File: src/rtl/multicycle_ctrl.sv
// Multicycle RV32I/RV64I control FSM: FETCH/DECODE/EXEC/MEM/WB/TRAP sequencing with registered decode.
// Optional retired-instruction counter port instret enabled by `define MULTICYCLE_CTRL_INSTRET_EN.
module multicycle_ctrl #(
  parameter int XLEN    = 64,
  parameter int ALUOP_W = 5
) (
  input  logic               clk,
  input  logic               rst,
  input  logic [31:0]        instr,
  input  logic               ifu_finish,
  input  logic               exu_finish,
  input  logic               memu_finish,
  output logic               ifu_valid,
  output logic               idu_valid,
  output logic               exu_valid,
  output logic               memu_valid,
  output logic               wb_valid,
  output logic [4:0]         rs1addr,
  output logic [4:0]         rs2addr,
  output logic [4:0]         rdaddr,
  output logic [XLEN-1:0]    imm,
  output logic [ALUOP_W-1:0] alu_op,
  output logic [1:0]         alu_a_sel,
  output logic [1:0]         alu_b_sel,
  output logic [1:0]         br_sel,
  output logic [2:0]         wb_sel,
  output logic               rf_we,
  output logic               dm_re,
  output logic               dm_we,
  output logic               mem_unsigned,
  output logic [1:0]         mem_size,
  output logic               illegal,
  output logic               retire
`ifdef MULTICYCLE_CTRL_INSTRET_EN
  ,
  output logic [63:0]        instret
`endif
);

  localparam logic [2:0] S_FETCH  = 3'd0;
  localparam logic [2:0] S_DECODE = 3'd1;
  localparam logic [2:0] S_EXEC   = 3'd2;
  localparam logic [2:0] S_MEM    = 3'd3;
  localparam logic [2:0] S_WB     = 3'd4;
  localparam logic [2:0] S_TRAP   = 3'd5;

  localparam logic [6:0] OP_LUI    = 7'b0110111;
  localparam logic [6:0] OP_AUIPC  = 7'b0010111;
  localparam logic [6:0] OP_JAL    = 7'b1101111;
  localparam logic [6:0] OP_JALR   = 7'b1100111;
  localparam logic [6:0] OP_BRANCH = 7'b1100011;
  localparam logic [6:0] OP_LOAD   = 7'b0000011;
  localparam logic [6:0] OP_STORE  = 7'b0100011;
  localparam logic [6:0] OP_IMM    = 7'b0010011;
  localparam logic [6:0] OP_REG    = 7'b0110011;

  localparam logic [ALUOP_W-1:0] A_ADD   = ALUOP_W'(0);
  localparam logic [ALUOP_W-1:0] A_SUB   = ALUOP_W'(1);
  localparam logic [ALUOP_W-1:0] A_AND   = ALUOP_W'(2);
  localparam logic [ALUOP_W-1:0] A_OR    = ALUOP_W'(3);
  localparam logic [ALUOP_W-1:0] A_XOR   = ALUOP_W'(4);
  localparam logic [ALUOP_W-1:0] A_SLT   = ALUOP_W'(5);
  localparam logic [ALUOP_W-1:0] A_SLTU  = ALUOP_W'(6);
  localparam logic [ALUOP_W-1:0] A_SLL   = ALUOP_W'(7);
  localparam logic [ALUOP_W-1:0] A_SRL   = ALUOP_W'(8);
  localparam logic [ALUOP_W-1:0] A_SRA   = ALUOP_W'(9);
  localparam logic [ALUOP_W-1:0] A_PASSB = ALUOP_W'(20);

  localparam bit RV64 = (XLEN == 64);

  logic [2:0]         state_q, state_d;
  logic               ld_q, st_q, br_q;
  logic [4:0]         rd_q;
  logic [XLEN-1:0]    imm_q;
  logic [ALUOP_W-1:0] aop_q;
  logic [1:0]         asel_q, bsel_q, brs_q, msize_q;
  logic [2:0]         wbs_q;
  logic               mu_q, dmre_q, dmwe_q, retire_q;
  logic               retire_d;

  logic [6:0]  opc, f7;
  logic [2:0]  f3;
  logic [31:0] imm_i, imm_s, imm_b, imm_u, imm_j;
  logic        shamt_ok;

  logic               dec_legal, dec_ld, dec_st, dec_br, dec_mu;
  logic [4:0]         dec_rd;
  logic [31:0]        dec_imm;
  logic [ALUOP_W-1:0] dec_op;
  logic [1:0]         dec_asel, dec_bsel, dec_brs, dec_msize;
  logic [2:0]         dec_wbs;

  assign opc   = instr[6:0];
  assign f3    = instr[14:12];
  assign f7    = instr[31:25];
  assign imm_i = {{20{instr[31]}}, instr[31:20]};
  assign imm_s = {{20{instr[31]}}, instr[31:25], instr[11:7]};
  assign imm_b = {{19{instr[31]}}, instr[31], instr[7], instr[30:25], instr[11:8], 1'b0};
  assign imm_u = {instr[31:12], 12'b0};
  assign imm_j = {{11{instr[31]}}, instr[31], instr[19:12], instr[20], instr[30:21], 1'b0};
  // RV32 has only 5-bit shift amounts, so instr[25] must be clear there.
  assign shamt_ok = RV64 || !instr[25];

  always_comb begin
    dec_legal = 1'b0;
    dec_ld    = 1'b0;
    dec_st    = 1'b0;
    dec_br    = 1'b0;
    dec_mu    = 1'b0;
    dec_rd    = instr[11:7];
    dec_imm   = '0;
    dec_op    = A_ADD;
    dec_asel  = 2'd0;
    dec_bsel  = 2'd0;
    dec_brs   = 2'd0;
    dec_msize = 2'd0;
    dec_wbs   = 3'd0;
    case (opc)
      OP_LUI:   begin dec_legal = 1'b1; dec_imm = imm_u; dec_op = A_PASSB; dec_bsel = 2'd1; end
      OP_AUIPC: begin dec_legal = 1'b1; dec_imm = imm_u; dec_asel = 2'd1; dec_bsel = 2'd1; end
      OP_JAL: begin
        dec_legal = 1'b1; dec_imm = imm_j; dec_asel = 2'd1; dec_bsel = 2'd3; dec_brs = 2'd1;
      end
      OP_JALR: begin
        dec_legal = (f3 == 3'd0); dec_imm = imm_i; dec_asel = 2'd1; dec_bsel = 2'd3; dec_brs = 2'd2;
      end
      OP_BRANCH: begin
        dec_legal = (f3[2:1] != 2'b01);
        dec_br    = 1'b1;
        dec_rd    = '0;
        dec_imm   = imm_b;
        dec_brs   = 2'd3;
        dec_op    = !f3[2] ? A_SUB : (f3[1] ? A_SLTU : A_SLT);
      end
      OP_LOAD: begin
        case (f3)
          3'd0, 3'd1, 3'd2, 3'd4, 3'd5: dec_legal = 1'b1;
          3'd3, 3'd6:                   dec_legal = RV64;
          default:                      dec_legal = 1'b0;
        endcase
        dec_ld = 1'b1; dec_imm = imm_i; dec_bsel = 2'd1; dec_wbs = 3'd4;
        dec_msize = f3[1:0]; dec_mu = f3[2];
      end
      OP_STORE: begin
        dec_legal = !f3[2] && (RV64 || f3 != 3'd3);
        dec_st = 1'b1; dec_rd = '0; dec_imm = imm_s; dec_bsel = 2'd1; dec_msize = f3[1:0];
      end
      OP_IMM: begin
        dec_imm   = imm_i;
        dec_bsel  = 2'd1;
        dec_legal = 1'b1;
        case (f3)
          3'd0: dec_op = A_ADD;
          3'd2: dec_op = A_SLT;
          3'd3: dec_op = A_SLTU;
          3'd4: dec_op = A_XOR;
          3'd6: dec_op = A_OR;
          3'd7: dec_op = A_AND;
          3'd1: begin
            dec_legal = (instr[31:26] == 6'b000000) && shamt_ok;
            dec_op = A_SLL; dec_bsel = 2'd2;
          end
          default: begin
            dec_legal = (instr[31:26] == 6'b000000 || instr[31:26] == 6'b010000) && shamt_ok;
            dec_op = instr[30] ? A_SRA : A_SRL; dec_bsel = 2'd2;
          end
        endcase
      end
      OP_REG: begin
        dec_legal = (f7 == 7'h00) || (f7 == 7'h20 && (f3 == 3'd0 || f3 == 3'd5));
        case (f3)
          3'd0:    dec_op = f7[5] ? A_SUB : A_ADD;
          3'd1:    dec_op = A_SLL;
          3'd2:    dec_op = A_SLT;
          3'd3:    dec_op = A_SLTU;
          3'd4:    dec_op = A_XOR;
          3'd5:    dec_op = f7[5] ? A_SRA : A_SRL;
          3'd6:    dec_op = A_OR;
          default: dec_op = A_AND;
        endcase
      end
      default: ;
    endcase
  end

  always_comb begin
    state_d  = state_q;
    retire_d = 1'b0;
    case (state_q)
      S_FETCH:  if (ifu_finish) state_d = S_DECODE;
      S_DECODE: state_d = dec_legal ? S_EXEC : S_TRAP;
      S_EXEC: if (exu_finish) begin
        if (ld_q || st_q) state_d = S_MEM;
        else if (br_q) begin state_d = S_FETCH; retire_d = 1'b1; end
        else state_d = S_WB;
      end
      S_MEM: if (memu_finish) begin
        state_d  = ld_q ? S_WB : S_FETCH;
        retire_d = !ld_q;
      end
      S_WB:    begin state_d = S_FETCH; retire_d = 1'b1; end
      default: state_d = S_FETCH;
    endcase
  end

  always_ff @(posedge clk) begin
    if (rst) begin
      state_q  <= S_FETCH;
      ld_q     <= 1'b0;
      st_q     <= 1'b0;
      br_q     <= 1'b0;
      rd_q     <= '0;
      imm_q    <= '0;
      aop_q    <= '0;
      asel_q   <= '0;
      bsel_q   <= '0;
      brs_q    <= '0;
      wbs_q    <= '0;
      msize_q  <= '0;
      mu_q     <= 1'b0;
      dmre_q   <= 1'b0;
      dmwe_q   <= 1'b0;
      retire_q <= 1'b0;
    end else begin
      state_q  <= state_d;
      retire_q <= retire_d;
      dmre_q   <= (state_q == S_EXEC) && exu_finish && ld_q;
      dmwe_q   <= (state_q == S_EXEC) && exu_finish && st_q;
      if (state_q == S_DECODE && dec_legal) begin
        ld_q    <= dec_ld;
        st_q    <= dec_st;
        br_q    <= dec_br;
        rd_q    <= dec_rd;
        imm_q   <= XLEN'($signed(dec_imm));
        aop_q   <= dec_op;
        asel_q  <= dec_asel;
        bsel_q  <= dec_bsel;
        brs_q   <= dec_brs;
        wbs_q   <= dec_wbs;
        msize_q <= dec_msize;
        mu_q    <= dec_mu;
      end
    end
  end

`ifdef MULTICYCLE_CTRL_INSTRET_EN
  logic [63:0] instret_q;
  always_ff @(posedge clk) begin
    if (rst)           instret_q <= '0;
    else if (retire_d) instret_q <= instret_q + 64'd1;
  end
  assign instret = instret_q;
`endif

  // TRAP is reported as a decode-stage cycle so exactly one valid stays high.
  assign ifu_valid    = (state_q == S_FETCH);
  assign idu_valid    = (state_q == S_DECODE) || (state_q == S_TRAP);
  assign exu_valid    = (state_q == S_EXEC);
  assign memu_valid   = (state_q == S_MEM);
  assign wb_valid     = (state_q == S_WB);
  assign illegal      = (state_q == S_TRAP);
  assign rf_we        = (state_q == S_WB) && (rd_q != 5'd0);
  assign rs1addr      = instr[19:15];
  assign rs2addr      = instr[24:20];
  assign rdaddr       = rd_q;
  assign imm          = imm_q;
  assign alu_op       = aop_q;
  assign alu_a_sel    = asel_q;
  assign alu_b_sel    = bsel_q;
  assign br_sel       = brs_q;
  assign wb_sel       = wbs_q;
  assign mem_size     = msize_q;
  assign mem_unsigned = mu_q;
  assign dm_re        = dmre_q;
  assign dm_we        = dmwe_q;
  assign retire       = retire_q;

endmodule

File: config.mk
export PLATFORM = sky130hd
export DESIGN_NAME = multicycle_ctrl
export DESIGN_NICKNAME = d
export VERILOG_FILES = /design/src/rtl/multicycle_ctrl.sv
export SDC_FILE = /design/constraint.sdc
export NUM_CORES = 1
export LEC_CHECK = 0
export CELL_PAD_IN_SITES_DETAIL_PLACEMENT = 0
export CELL_PAD_IN_SITES_GLOBAL_PLACEMENT = 1
export CORE_MARGIN = 1
export CORE_UTILIZATION = 35
export DETAILED_ROUTE_END_ITERATION = 7
export GPL_ROUTABILITY_DRIVEN = 0
export PLACE_DENSITY_LB_ADDON = 0.1
export SYNTH_ARGS = -nofsm -noshare
export SYNTH_HDL_FRONTEND = slang
export SYNTH_SLANG_ARGS = --single-unit
File: constraint.sdc
create_clock -name clk -period 3.2 [get_ports clk]
set_input_delay 0.32 -clock clk [delete_from_list [all_inputs] [get_ports clk]]
set_output_delay 0.32 -clock clk [all_outputs]
set_load 0.05 [all_outputs]
-- Word level (Yosys, flattened, before mapping)
Cells that the tools add are included.
- logic and storage cells: 107
- bits of input ports: 37
- flip-flop bits (word level): 63
- output and inout bits: 106
- multiplexer cells: 35
- equality and inequality tests: 27
- reductions and logical operators: 29
- operator list (operator ; number):
    $pmux W32 S5 ; 1
    $pmux W4 S7 ; 2
    $eq A7 B6 Y1 const B ; 4
    $mux W3 ; 9
    $eq A7 B7 Y1 const B ; 3
    $pmux W5 S4 ; 1
    $eq A3 B3 Y1 const B ; 6
    $eq A7 B5 Y1 const B ; 2
    $eq A3 B2 Y1 const B ; 4
    $mux W1 ; 12
    $pmux W2 S3 ; 2
    $pmux W3 S4 ; 1
    $reduce_or A3 Y1 ; 3
    $reduce_or A2 Y1 ; 4
    $eq A7 B2 Y1 const B ; 1
    $logic_not A7 Y1 ; 1
    $pmux W1 S7 ; 1
    $reduce_or A7 Y1 ; 1
    $eq A3 B1 Y1 const B ; 2
    $eq A6 B5 Y1 const B ; 1
    $logic_and A1 B1 Y1 ; 6
    $logic_not A3 Y1 ; 2
    $logic_not A6 Y1 ; 1
    $mux W2 ; 3
    other kinds (11) ; 18

-- Depth between registers and ports, before layout
Gate-level depths: netlist (run 1).
- word-level depth: 7
- mapped depth: 8
- mapped depth without buffers: 5

-- Least setup slack after synthesis (run 1)
Ideal clock, no wire load.
- kind: reg-to-reg
- start: register state_q[0]
- end: register imm_q[0], in the netlist imm[0]
- setup time: 0.121 ns
- stages on the path, launching flop included: 8
- buffers on the path: 2
- setup slack: 0.871 ns
- data arrival time: 2.208 ns
- data required time: 3.079 ns
- period minus slack after synthesis: 2.329 ns
- cells stage by stage: dfxtp_1 -> nor2b_1 -> nor2b_1 -> inv_1 -> a31o_1 -> buf_6 -> buf_6 -> mux2_4
- cells in the longest elaborated chain, start to end: 2
- RTL lines (item ; line ; RTL):
    start: declaration ; 71 ; logic [2:0] state_q, state_d;
    start signal: assignment ; 225 ; state_q <= state_d;
    $eq A3 B1 Y1 ; 229 ; if (state_q == S_DECODE && dec_legal) begin
    $logic_and A1 B1 Y1 ; 229 ;
    end signal: assignment ; 234 ; imm_q <= XLEN'($signed(dec_imm));
    end: declaration ; 74 ; logic [XLEN-1:0] imm_q;
No other way between the ends.
A chain may end at the register's enable or synchronous reset.

-- Final worst setup path (run 1)
- start: register, netlist name imm[31]
- end: output port imm[41]
- RTL lines (item ; line ; RTL):
    end: declaration ; 21 ; output logic [XLEN-1:0] imm,
No word-level cell between the ends.

==> results of run 1 <==
-- power groups by stage --
stage | Sequential, mW | Combinational (mW) | Clock (mW)
floorplan | 0.763 | 0.160 | 0
detailed placement | 0.761 | 0.262 | 0
global placement | 0.760 | 0.262 | 0
global route | 0.744 | 0.277 | 0.780
finish | 0.744 | 0.262 | 0.733
CTS | 0.744 | 0.263 | 0.751
-- metal layers --
layer  GRT usage [%]  vias to the layer above
li1                -                     1630
met1            25.9                     1478
met2            27.3                       96
met3            3.90                        6
met4            7.64                        0
met5               0                        -
-- metrics by stage --
stage	util (%)	cell area (um2)	setup slack [ns]	hold WS [ns]
floorplan	-	3760	0.871	0.458
global placement	47.7	4950	0.456	0.461
global route	49.7	5160	0.467	0.492
CTS	49.7	5160	0.581	0.483
detailed placement	47.7	4950	0.371	0.469
finish	49.7	5160	0.643	0.479
-- cells by family (layout without fill, tap and decap cells) --
family | after synthesis | count (layout)
and+or+nand+nor | 165 | 165
AOI/OAI and AO/OA | 73 | 73
other | 1 | 3
buffers and inverters | 79 | 169
xor gates and xnor gates | 1 | 1
muxes | 52 | 52
DFF | 59 | 59
-- synthesized netlist by cell type, types with 3 or more instances --
library cell                n
sky130_fd_sc_hd__dfxtp_1   59
sky130_fd_sc_hd__o21ai_0    6
sky130_fd_sc_hd__a21oi_1   11
sky130_fd_sc_hd__buf_4     46
sky130_fd_sc_hd__o21bai_1  23
sky130_fd_sc_hd__nor2b_1   18
sky130_fd_sc_hd__a21boi_0  10
sky130_fd_sc_hd__nand2_1   10
sky130_fd_sc_hd__mux2_4     6
sky130_fd_sc_hd__and3_1    13
sky130_fd_sc_hd__nand3_1    7
sky130_fd_sc_hd__or3_1      3
sky130_fd_sc_hd__inv_1      4
sky130_fd_sc_hd__nand2b_1  51
sky130_fd_sc_hd__mux2_2     4
sky130_fd_sc_hd__nor2_1    21
sky130_fd_sc_hd__a22oi_1    4
sky130_fd_sc_hd__buf_2      5
sky130_fd_sc_hd__mux2i_1   42
sky130_fd_sc_hd__nor4_1     3
sky130_fd_sc_hd__nand3b_1  17
sky130_fd_sc_hd__nor3_1     9
sky130_fd_sc_hd__clkbuf_1  22
sky130_fd_sc_hd__a211oi_1   3
sky130_fd_sc_hd__a31oi_1    3
-- worst min-delay path by stage --
stage                           end  slack [ns]  depth (start not counted)
after floorplan               dm_re        0.46                          2
after global placement       imm[5]        0.46                          2
after detailed placement    imm[22]        0.47                          2
after CTS                 alu_op[0]        0.48                          2
after global routing        imm[18]        0.49                          2
final                        imm[5]        0.48                          2
-- final cells by class --
type / count / area (um2)
repair buffers: 149 / 1490
clock inverters: 4 / 47.5
clock buffers: 12 / 165
well taps: 136 / 170
fillers: 1010 / 5210
multi-input cells: 294 / 2090
inverters: 4 / 15.0
flip-flops and latches: 59 / 1180
-- registers in the layout, indices dropped and copies added (netlist names), 2 cells and up --
register and count:
imm 32, br_sel 2, mem_size 2, alu_op 5
state_q 3, alu_b_sel 2, rdaddr 5
==> summary.md, run 1 <==
| Metric | Value |
|---|---|
| Worst hold start | `imm[5]` |
| Max Fanout on Critical Path | `34` |
| Clock root cell | `sky130_fd_sc_hd__clkbuf_8` |
| Largest net degree at the start of global routing | `63` |
| Number of maximum-capacitance violations | `0` |
| Per-cell via count in the routed design | `4.88` |
| Worst flop-to-flop path startpoint | `state_q[0]` |
| Clock latency on the worst-skew pair | `0.34 ns` |
| Period utilisation layout | `79.9%` |
| Number of iterations in the first detailed-routing pass | `4` |
| Share of total power in combinational logic | `15.1%` |
| Number of placed instances with taps included | `642` |
| Fmax achieved | `391 MHz` |
| Data arrival at the endpoint of the critical path | `2.24 ns` |
| Number of clock sinks | `59` |
| Complex-gate fraction of the synthesized area | `14.1%` |
| Worst Skew | `0.00986 ns` |
| Number of buffers created by CTS | `9` |
| Adder and majority cell fraction of the synthesized area | `0%` |
| Max-slew violations | `0` |
| Sequential share of the synthesized area | `31.5%` |
| Vias in the first global route | `3,054` |
| Sort of element at the end of the critical path | `output pin` |
| Asr flop ratio synth | `0%` |
| Die extent in y | `105 um` |
| Total global routing track utilization | `18.5%` |
| Total wire length after detailed routing | `10,300 um` |
| Fraction of synthesized cell area taken by the top area cell type | `31.5%` |
| Final setup fails | `0` |
| Required @ worst endpoint | `2.88 ns` |
| Post-synth design cell area | `3750 um2` |
| Number of port buffers | `139` |
| Core region area | `10,400 um2` |
| Die area | `11,100 um2` |
| DRC marker count from the first detailed-route iteration | `183` |
| Commonest register cell after synthesis | `sky130_fd_sc_hd__dfxtp_1` |
| Worst Path Buf+Inv | `1` |
| Layout cell share with drive strength beyond 1 | `8.62%` |
| Uppermost metal layer occupied by signal nets | `met4` |
| Number of hold buffers added after cts | `0` |
| Crit Path Class | `flip-flop to output pin` |
| Mux cell area share after synthesis | `14.8%` |
| Area share of xor/xnor cells in the synthesized design | `0.234%` |
| Routed wire length on met2 | `4510 um` |
| Worst Max-Slew Pin Slew | `0.949 ns` |
| Most common cell after layout, fill and taps aside | `sky130_fd_sc_hd__clkdlybuf4s50_1` |
| Number of antenna repair diodes | `0` |
| Slowest Stage Delay on Critical Path | `0.96 ns` |
| Clock buffer depth | `2` |
| CTS tree | `yes` |
| Yosys warning count | `0` |
| Number of distinct library cells after synthesis | `47` |
| Areal power density over the cells | `337 nW/um2` |
| Antenna violations before repair | `0` |
| Number of hold violations in the final report | `0` |
| Setup repair bufs after CTS | `0` |
| Number of nets in the final layout | `554` |
| Layout-stage area growth over the synthesis result | `37.6%` |
| Die X | `105 um` |
| FF-to-FF End | `imm[24]` |
| Total negative slack | `0 ns` |
| DRC violation count after routing | `0` |
| Unrepaired setup endpoints after global routing | `false` |
| Clock group share of total power | `42.2%` |
| Leading cell types by total area after synthesis | `sky130_fd_sc_hd__dfxtp_1 32%, sky130_fd_sc_hd__mux2i_1 11%, sky130_fd_sc_hd__buf_4 9.2%, sky130_fd_sc_hd__nand2b_1 8.5%, sky130_fd_sc_hd__o21bai_1 4.6%` |
| Cell type contributing the most total cell area after synthesis | `sky130_fd_sc_hd__dfxtp_1` |
| Kind of start point of the critical path | `flip-flop` |
| Post-DR wirelength/cell | `15.6 um` |
| Critical-path cell with the highest stage delay | `sky130_fd_sc_hd__clkdlybuf4s50_1` |
| Number of enable-type register cells in the synthesized netlist | `0` |
| Setup crit start | `imm[31]` |
| Mean cell area of the mapped netlist | `8.72 um2` |
| Number of rows in the core area | `37` |
| Post-cts gate resize count | `0` |
| Relative max-transition margin | `36.7%` |
| CP top delay family | `buffers and inverters` |
| CP cell instances | `clkdlybuf4s50_1` |
| Total number of cells along the worst setup path | `1` |
| Detailed-placement wirelength estimate | `7310 um` |
| Yosys reg bits | `59` |
| Commonest cells after routing, fill and taps aside | `138 x sky130_fd_sc_hd__clkdlybuf4s50_1, 59 x sky130_fd_sc_hd__dfxtp_1, 51 x sky130_fd_sc_hd__nand2b_1, 42 x sky130_fd_sc_hd__mux2i_1, 23 x sky130_fd_sc_hd__o21bai_1` |
| Layout Cells excl Fill | `658` |
| Net switching power figure | `468 uW` |
| Status | `complete, no violations` |
| CTS clock-pin slew for the worst setup and hold paths | `0.07 ns` |
| CTS H-tree depth | `3` |
| Reported leakage power | `2.16 nW` |
| Count of mapped cells out of synthesis | `430` |
| Basic-gate share of the synthesized area counting and, or, nand and nor cells | `26.2%` |
| Sequential cell fraction of total power | `42.8%` |
| Initial Utilization | `36.1%` |
| Minimum period implied by the final worst setup slack | `2.56 ns` |
| Max VDD drop | `0.186 mV` |
| First-pass GRT wire length | `16,100 um` |
| Routed metal-1 wirelength | `5080 um` |
| Minimum setup slack among reg-to-reg paths | `1.28 ns` |
| Dominant combinational cell family by area after synthesis | `simple AND/OR/NAND/NOR gates` |
| FF-to-FF path depth | `6` |
| Routed Antenna Nets | `0` |
| Routed wl met3 | `603 um` |
| Kind of path behind the tightest hold check | `flip-flop to flip-flop` |
| Total power consumption of the routed design | `1.74 mW` |
| Critical path capture point | `imm[41]` |
| Total vias in the final route | `3,210` |
| Leftover overflow at the end of global routing | `0` |
| Switching part of the total | `26.9%` |
| Internal power summed over all cells | `1.27 mW` |
| Number of top-level design ports | `143` |
Power figures use the tool's default switching activity.
==> run 2: changes to the inputs <==
Settings changed: CORE_UTILIZATION 35 to 32.
Clock period 3.2 ns to 2.4 ns, I/O delays scaled along.
==> run 2 against run 1 <==
Compared with the run above: first-iteration DRC count decreased by 23%; register-to-register slack got worse by 0.74 ns; power rose by 52%; clock power is 73% higher; cell area increased by 5.8%; utilization down 2.0 points; critical endpoint is now rf_we; critical path depth is 2 higher; non-clock buffer count grew 35; sequential power rose by 34%; global-route usage decreased by 0.48 points; worst hold slack worse by 0.0047 ns; sequential share of layout area shrank 1.2 points.
==> summary.md, run 2 (synthesis gave the netlist of run 1 again) <==
| Metric | Value |
|---|---|
| Status | `complete, no violations (unchanged)` |
| Die X | `110 um (was 105 um)` |
| Per-cell via count in the routed design | `4.77 (was 4.88)` |
| Commonest cells after routing, fill and taps aside | `118 x sky130_fd_sc_hd__clkdlybuf4s50_1, 63 x sky130_fd_sc_hd__buf_4, 59 x sky130_fd_sc_hd__dfxtp_1, 51 x sky130_fd_sc_hd__nand2b_1, 42 x sky130_fd_sc_hd__mux2i_1 (was 138 x sky130_fd_sc_hd__clkdlybuf4s50_1, 59 x sky130_fd_sc_hd__dfxtp_1, 51 x sky130_fd_sc_hd__nand2b_1, 42 x sky130_fd_sc_hd__mux2i_1, 23 x sky130_fd_sc_hd__o21bai_1)` |
| Core region area | `11,400 um2 (was 10,400 um2)` |
| Max Fanout on Critical Path | `11 (was 34)` |
| Max-slew violations | `0 (unchanged)` |
| Kind of start point of the critical path | `flip-flop (unchanged)` |
| First-pass GRT wire length | `16,500 um (was 16,100 um)` |
| Number of rows in the core area | `39 (was 37)` |
| Kind of path behind the tightest hold check | `flip-flop to flip-flop (unchanged)` |
| Crit Path Class | `flip-flop to output pin (unchanged)` |
| Antenna violations before repair | `0 (unchanged)` |
| Final setup fails | `0 (unchanged)` |
| Reported leakage power | `2.40 nW (was 2.16 nW)` |
| Number of hold violations in the final report | `0 (unchanged)` |
| Vias in the first global route | `3,161 (was 3,054)` |
| Number of maximum-capacitance violations | `0 (unchanged)` |
| Number of hold buffers added after cts | `0 (unchanged)` |
| Total wire length after detailed routing | `10,400 um (was 10,300 um)` |
| Total global routing track utilization | `18.0% (was 18.5%)` |
| Number of buffers created by CTS | `9 (unchanged)` |
| Max VDD drop | `0.352 mV (was 0.186 mV)` |
| Number of port buffers | `139 (unchanged)` |
| Layout Cells excl Fill | `700 (was 658)` |
| Number of nets in the final layout | `589 (was 554)` |
| Die extent in y | `110 um (was 105 um)` |
| Layout cell share with drive strength beyond 1 | `17.2% (was 8.62%)` |
| Unrepaired setup endpoints after global routing | `false (unchanged)` |
| Largest net degree at the start of global routing | `67 (was 63)` |
| Number of top-level design ports | `143 (unchanged)` |
| Final core utilization | `47.8% (was 49.7%)` |
| Area of all sequential standard cells | `1180 um2 (unchanged)` |
| Detailed-placement wirelength estimate | `7760 um (was 7310 um)` |
| Worst Max-Slew Pin Slew | `1.06 ns (was 0.949 ns)` |
| Layout-stage area growth over the synthesis result | `45.6% (was 37.6%)` |
| Area of the multi-input gates | `2090 um2 (unchanged)` |
| Routed Antenna Nets | `0 (unchanged)` |
| Number of antenna repair diodes | `0 (unchanged)` |
| CTS H-tree depth | `3 (unchanged)` |
| Total vias in the final route | `3,339 (was 3,210)` |
| CTS tree | `yes (unchanged)` |
| Fmax achieved | `450 MHz` |
| Minimum period implied by the final worst setup slack | `2.22 ns` |
| Post-DR wirelength/cell | `14.9 um (was 15.6 um)` |
| Setup repair bufs after CTS | `0 (unchanged)` |
| Data arrival at the endpoint of the critical path | `1.98 ns (was 2.24 ns)` |
| Number of clock sinks | `59 (unchanged)` |
| Largest register FFs | `32 (unchanged)` |
| Required @ worst endpoint | `2.16 ns (was 2.88 ns)` |
| DRC marker count from the first detailed-route iteration | `141 (was 183)` |
| Clock root cell | `sky130_fd_sc_hd__clkbuf_16 (was sky130_fd_sc_hd__clkbuf_8)` |
| Initial Utilization | `32.8% (was 36.1%)` |
| Post-cts gate resize count | `0 (unchanged)` |
| Areal power density over the cells | `484 nW/um2 (was 337 nW/um2)` |
| Clock latency on the worst-skew pair | `0.33 ns (was 0.34 ns)` |
| Die area | `12,200 um2 (was 11,100 um2)` |
| Most common cell after layout, fill and taps aside | `sky130_fd_sc_hd__clkdlybuf4s50_1 (unchanged)` |
| Clock buffer depth | `2 (unchanged)` |
| Sort of element at the end of the critical path | `output pin (unchanged)` |
| DRC violation count after routing | `0 (unchanged)` |
| Leftover overflow at the end of global routing | `0 (unchanged)` |
| Number of placed instances with taps included | `684 (was 642)` |
| Period utilisation layout | `92.7%` |
| Worst Skew | `0.00610 ns (was 0.00986 ns)` |
| Count of filler cells inserted in the layout | `1,144 (was 1,010)` |
| CTS clock-pin slew for the worst setup and hold paths | `0.05 ns (was 0.07 ns)` |
| Relative max-transition margin | `29.6% (was 36.7%)` |
| Number of iterations in the first detailed-routing pass | `4 (unchanged)` |
[run 2: cell count changes in the layout (fill, tap and decap cells not counted), sizes merged]
cell,previous run,this run
clkinv,2,1
clkbuf,12,14
buf,11,66
clkdlybuf4s50,138,118
clkinvlp,1,0
[run 2: cell type report]
cell class                 count  share of cell area (%)
clock inverter                 2                   0.642
sequential                    59                    21.6
clock buffer                  14                    4.65
inverter                       4                   0.275
multi-input combinational    294                    38.4
timing repair buffer         184                    31.1
tap                          143                    3.28
[run 2: per-layer routing]
metal  track usage [%]  share of wire, %  vias to the layer above
li1                  -                 -                     1694
met1              24.2                48                     1548
met2              27.5                46                       93
met3              5.11               5.3                        4
met4              5.92              0.59                        0
met5                 0                 0                        -
[run 2: worst max-delay path, stage by stage, from the launching register on]
cell and delay (ns):
sky130_fd_sc_hd__dfxtp_1 0.50, sky130_fd_sc_hd__nand2_1 0.19, sky130_fd_sc_hd__a21oi_1 0.15, sky130_fd_sc_hd__clkdlybuf4s50_1 0.81
[run 2: through the flow]
step | power [mW] | hold WS, ns | setup TNS, ns | area (um2) | setup slack, ns
floorplan | 1.23 | 0.378 | 0 | 3760 | 0.0710
global placement | 1.39 | 0.463 | 0 | 5170 | 0.0130
detailed placement | 1.39 | 0.464 | -1.01 | 5170 | -0.0505
global route | 2.75 | 0.492 | 0 | 5460 | 0.0808
CTS | 2.69 | 0.477 | 0 | 5460 | 0.136
finish | 2.64 | 0.474 | 0 | 5460 | 0.176
[run 2: worst paths after layout]
check        slack [ns]          from      endpoint  cells past startpoint
min                0.47  alu_b_sel[1]  alu_b_sel[1]                      2
max reg2reg        0.54    state_q[0]        imm[9]                      6
max                0.18    state_q[2]         rf_we                      3
min reg2reg        0.47  alu_b_sel[1]  alu_b_sel[1]                      2
[run 2: where the power goes]
| part | switching (mW) | internal, mW | leakage [nW] |
|---|---|---|---|
| sequential | 0.00773 | 0.986 | 0.475 |
| clock | 0.437 | 0.831 | 0.141 |
| combinational | 0.206 | 0.171 | 1.78 |
==> run 3: changes to the inputs <==
==> constraint.sdc (replaced) <==
create_clock -name clk -period 2.4 [get_ports clk]
set_input_delay 0.24 -clock clk [delete_from_list [all_inputs] [get_ports clk]]
set_output_delay 0.24 -clock clk [all_outputs]
set_load 0.01 [all_outputs]
==> run 3 against run 2 <==
Compared with the run above: sequential share of layout area decreased by 0.12 points; critical path type unchanged; first-iteration DRC count decreased by 9.9%; register-to-register slack lost 0.09 ns; fmax is 3.4% higher; flip-flop and latch count did not move; critical endpoint is now exu_valid; routed wire length about the same.
==> summary.md, run 3 (synthesis gave the netlist of run 1 again) <==
| Metric | Value |
|---|---|
| Relative max-transition margin | `46.3% (was 29.6%)` |
| Reported leakage power | `2.35 nW (was 2.40 nW)` |
| Required @ worst endpoint | `2.16 ns (about the same)` |
| Kind of path behind the tightest hold check | `flip-flop to flip-flop (unchanged)` |
| CTS clock-pin slew for the worst setup and hold paths | `0.05 ns (about the same)` |
| Vias in the first global route | `3,178 (was 3,161)` |
| DRC marker count from the first detailed-route iteration | `127 (was 141)` |
| Number of hold violations in the final report | `0 (unchanged)` |
| Largest net degree at the start of global routing | `50 (was 67)` |
| Most common cell after layout, fill and taps aside | `sky130_fd_sc_hd__clkdlybuf4s50_1 (unchanged)` |
| Total power consumption of the routed design | `2.44 mW (was 2.64 mW)` |
| Antenna violations before repair | `0 (unchanged)` |
| Area of all sequential standard cells | `1180 um2 (unchanged)` |
| Commonest cells after routing, fill and taps aside | `138 x sky130_fd_sc_hd__clkdlybuf4s50_1, 59 x sky130_fd_sc_hd__dfxtp_1, 51 x sky130_fd_sc_hd__nand2b_1, 42 x sky130_fd_sc_hd__mux2i_1, 42 x sky130_fd_sc_hd__buf_4 (was 118 x sky130_fd_sc_hd__clkdlybuf4s50_1, 63 x sky130_fd_sc_hd__buf_4, 59 x sky130_fd_sc_hd__dfxtp_1, 51 x sky130_fd_sc_hd__nand2b_1, 42 x sky130_fd_sc_hd__mux2i_1)` |
| Setup repair bufs after CTS | `0 (unchanged)` |
| Total wire length after detailed routing | `10,400 um (about the same)` |
| Tightest hold margin | `0.473 ns (was 0.474 ns)` |
| CP top delay family | `buffers and inverters (unchanged)` |
| Clock latency on the worst-skew pair | `0.32 ns (was 0.33 ns)` |
| Leftover overflow at the end of global routing | `0 (unchanged)` |
| Worst Path Buf+Inv | `2 (was 1)` |
| Layout cell share with drive strength beyond 1 | `13.6% (was 17.2%)` |
| CP cell instances | `or3b_2, inv_1, clkdlybuf4s50_1 (was nand2_1, a21oi_1, clkdlybuf4s50_1)` |
| Total global routing track utilization | `17.1% (was 18.0%)` |
| Number of nets in the final layout | `589 (unchanged)` |
| Sort of element at the end of the critical path | `output pin (unchanged)` |
| Post-placement worst setup slack | `-0.0748 ns (was -0.0505 ns)` |
| Min setup slack post-route | `0.250 ns (was 0.176 ns)` |
| Unrepaired setup endpoints after global routing | `false (unchanged)` |
| Max Fanout on Critical Path | `7 (was 11)` |
| Data arrival at the endpoint of the critical path | `1.91 ns (was 1.98 ns)` |
| Die extent in y | `110 um (unchanged)` |
| Total vias in the final route | `3,313 (was 3,339)` |
| Number of top-level design ports | `143 (unchanged)` |
| Slowest Stage Delay on Critical Path | `0.54 ns (was 0.81 ns)` |
| Detailed-placement wirelength estimate | `7710 um (was 7760 um)` |
| Final setup fails | `0 (unchanged)` |
| Status | `complete, no violations (unchanged)` |
| Number of port buffers | `139 (unchanged)` |
| Final core utilization | `48.0% (was 47.8%)` |
| Count of filler cells inserted in the layout | `1,147 (was 1,144)` |
| Die area | `12,200 um2 (unchanged)` |
| Number of clock sinks | `59 (unchanged)` |
| Core region area | `11,400 um2 (unchanged)` |
| Number of hold buffers added after cts | `0 (unchanged)` |
| Total negative slack | `0 ns (unchanged)` |
| Clock buffer depth | `2 (unchanged)` |
| Number of buffers created by CTS | `9 (unchanged)` |
| Number of maximum-capacitance violations | `0 (unchanged)` |
| Critical-path cell with the highest stage delay | `sky130_fd_sc_hd__clkdlybuf4s50_1 (unchanged)` |
| DRC violation count after routing | `0 (unchanged)` |
| Areal power density over the cells | `445 nW/um2 (was 484 nW/um2)` |
| Max VDD drop | `0.363 mV (was 0.352 mV)` |
| Number of iterations in the first detailed-routing pass | `5 (was 4)` |
| Period utilisation layout | `89.6% (was 92.7%)` |
| Number of antenna repair diodes | `0 (unchanged)` |
| Clock root cell | `sky130_fd_sc_hd__clkbuf_16 (unchanged)` |
| CTS H-tree depth | `3 (unchanged)` |
| Minimum period implied by the final worst setup slack | `2.15 ns (was 2.22 ns)` |
| Area of the multi-input gates | `2090 um2 (unchanged)` |
| Max-slew violations | `0 (unchanged)` |
| Worst Max-Slew Pin Slew | `0.805 ns (was 1.06 ns)` |
| First-pass GRT wire length | `15,900 um (was 16,500 um)` |
| CTS tree | `yes (unchanged)` |
| Routed Antenna Nets | `0 (unchanged)` |
| Post-DR wirelength/cell | `15.0 um (was 14.9 um)` |
| Largest register FFs | `32 (unchanged)` |
| Post-cts gate resize count | `0 (unchanged)` |
| Fmax achieved | `465 MHz (was 450 MHz)` |
| Die X | `110 um (unchanged)` |
| Crit Path Class | `flip-flop to output pin (unchanged)` |
| Initial Utilization | `32.8% (unchanged)` |
| Number of rows in the core area | `39 (unchanged)` |
| Per-cell via count in the routed design | `4.76 (was 4.77)` |
| Kind of start point of the critical path | `flip-flop (unchanged)` |
| Layout-stage area growth over the synthesis result | `46.4% (was 45.6%)` |
| Worst Skew | `0.00294 ns (was 0.00610 ns)` |
run 3: cell types whose count changed in the layout (fill, tap and decap cells not counted):
cell                              before  now
sky130_fd_sc_hd__buf_4                63   42
sky130_fd_sc_hd__clkdlybuf4s50_1     118  138
sky130_fd_sc_hd__clkbuf_1              4    1
sky130_fd_sc_hd__buf_12                2    3
sky130_fd_sc_hd__bufinv_16             1    0
sky130_fd_sc_hd__clkbuf_8              1    2
sky130_fd_sc_hd__clkinv_2              1    0
run 3: final timing paths:
path | start | endpoint | slack, ns | depth (start not counted)
worst max-delay path | state_q[1] | exu_valid | 0.25 | 3
worst min-delay path | alu_b_sel[0] | alu_b_sel[0] | 0.47 | 2
worst max register to register | state_q[0] | alu_b_sel[0] | 0.45 | 6
worst min register to register | alu_b_sel[0] | alu_b_sel[0] | 0.47 | 2
run 3: metrics by stage:
stage          cells  area (um2)
2_1_floorplan    432        3760
3_3_place_gp     684        5230
3_5_place_dp     684        5230
4_1_cts          696        5490
5_1_grt          696        5490
6_report         696        5490
run 3: power breakdown:
group	switching [mW]	leakage, nW	total, mW	internal, mW
Clock	0.400	0.126	1.13	0.729
Combinational	0.145	1.74	0.319	0.174
Sequential	0.00716	0.475	0.995	0.987
run 3: cell type report:
cell class / instances / share of cell area, %
clock buffer: 12 / 4.68
inverter: 4 / 0.274
multi-input combinational: 294 / 38.2
sequential: 59 / 21.5
tap: 143 / 3.26
timing repair buffer: 184 / 32.1
run 3: layer usage:
| layer | vias to the layer above | global-route usage [%] | part of all wire (%) |
|---|---|---|---|
| li1 | 1698 | - | - |
| met1 | 1515 | 23.1 | 49 |
| met2 | 88 | 27.4 | 45 |
| met3 | 12 | 3.64 | 4.9 |
| met4 | 0 | 5.08 | 0.99 |
| met5 | - | 0 | 0 |
run 3: worst min-delay path, stage by stage, from the launching register on:
cell,delay [ns]
sky130_fd_sc_hd__dfxtp_1,0.31
sky130_fd_sc_hd__inv_1,0.06
sky130_fd_sc_hd__a221oi_2,0.05
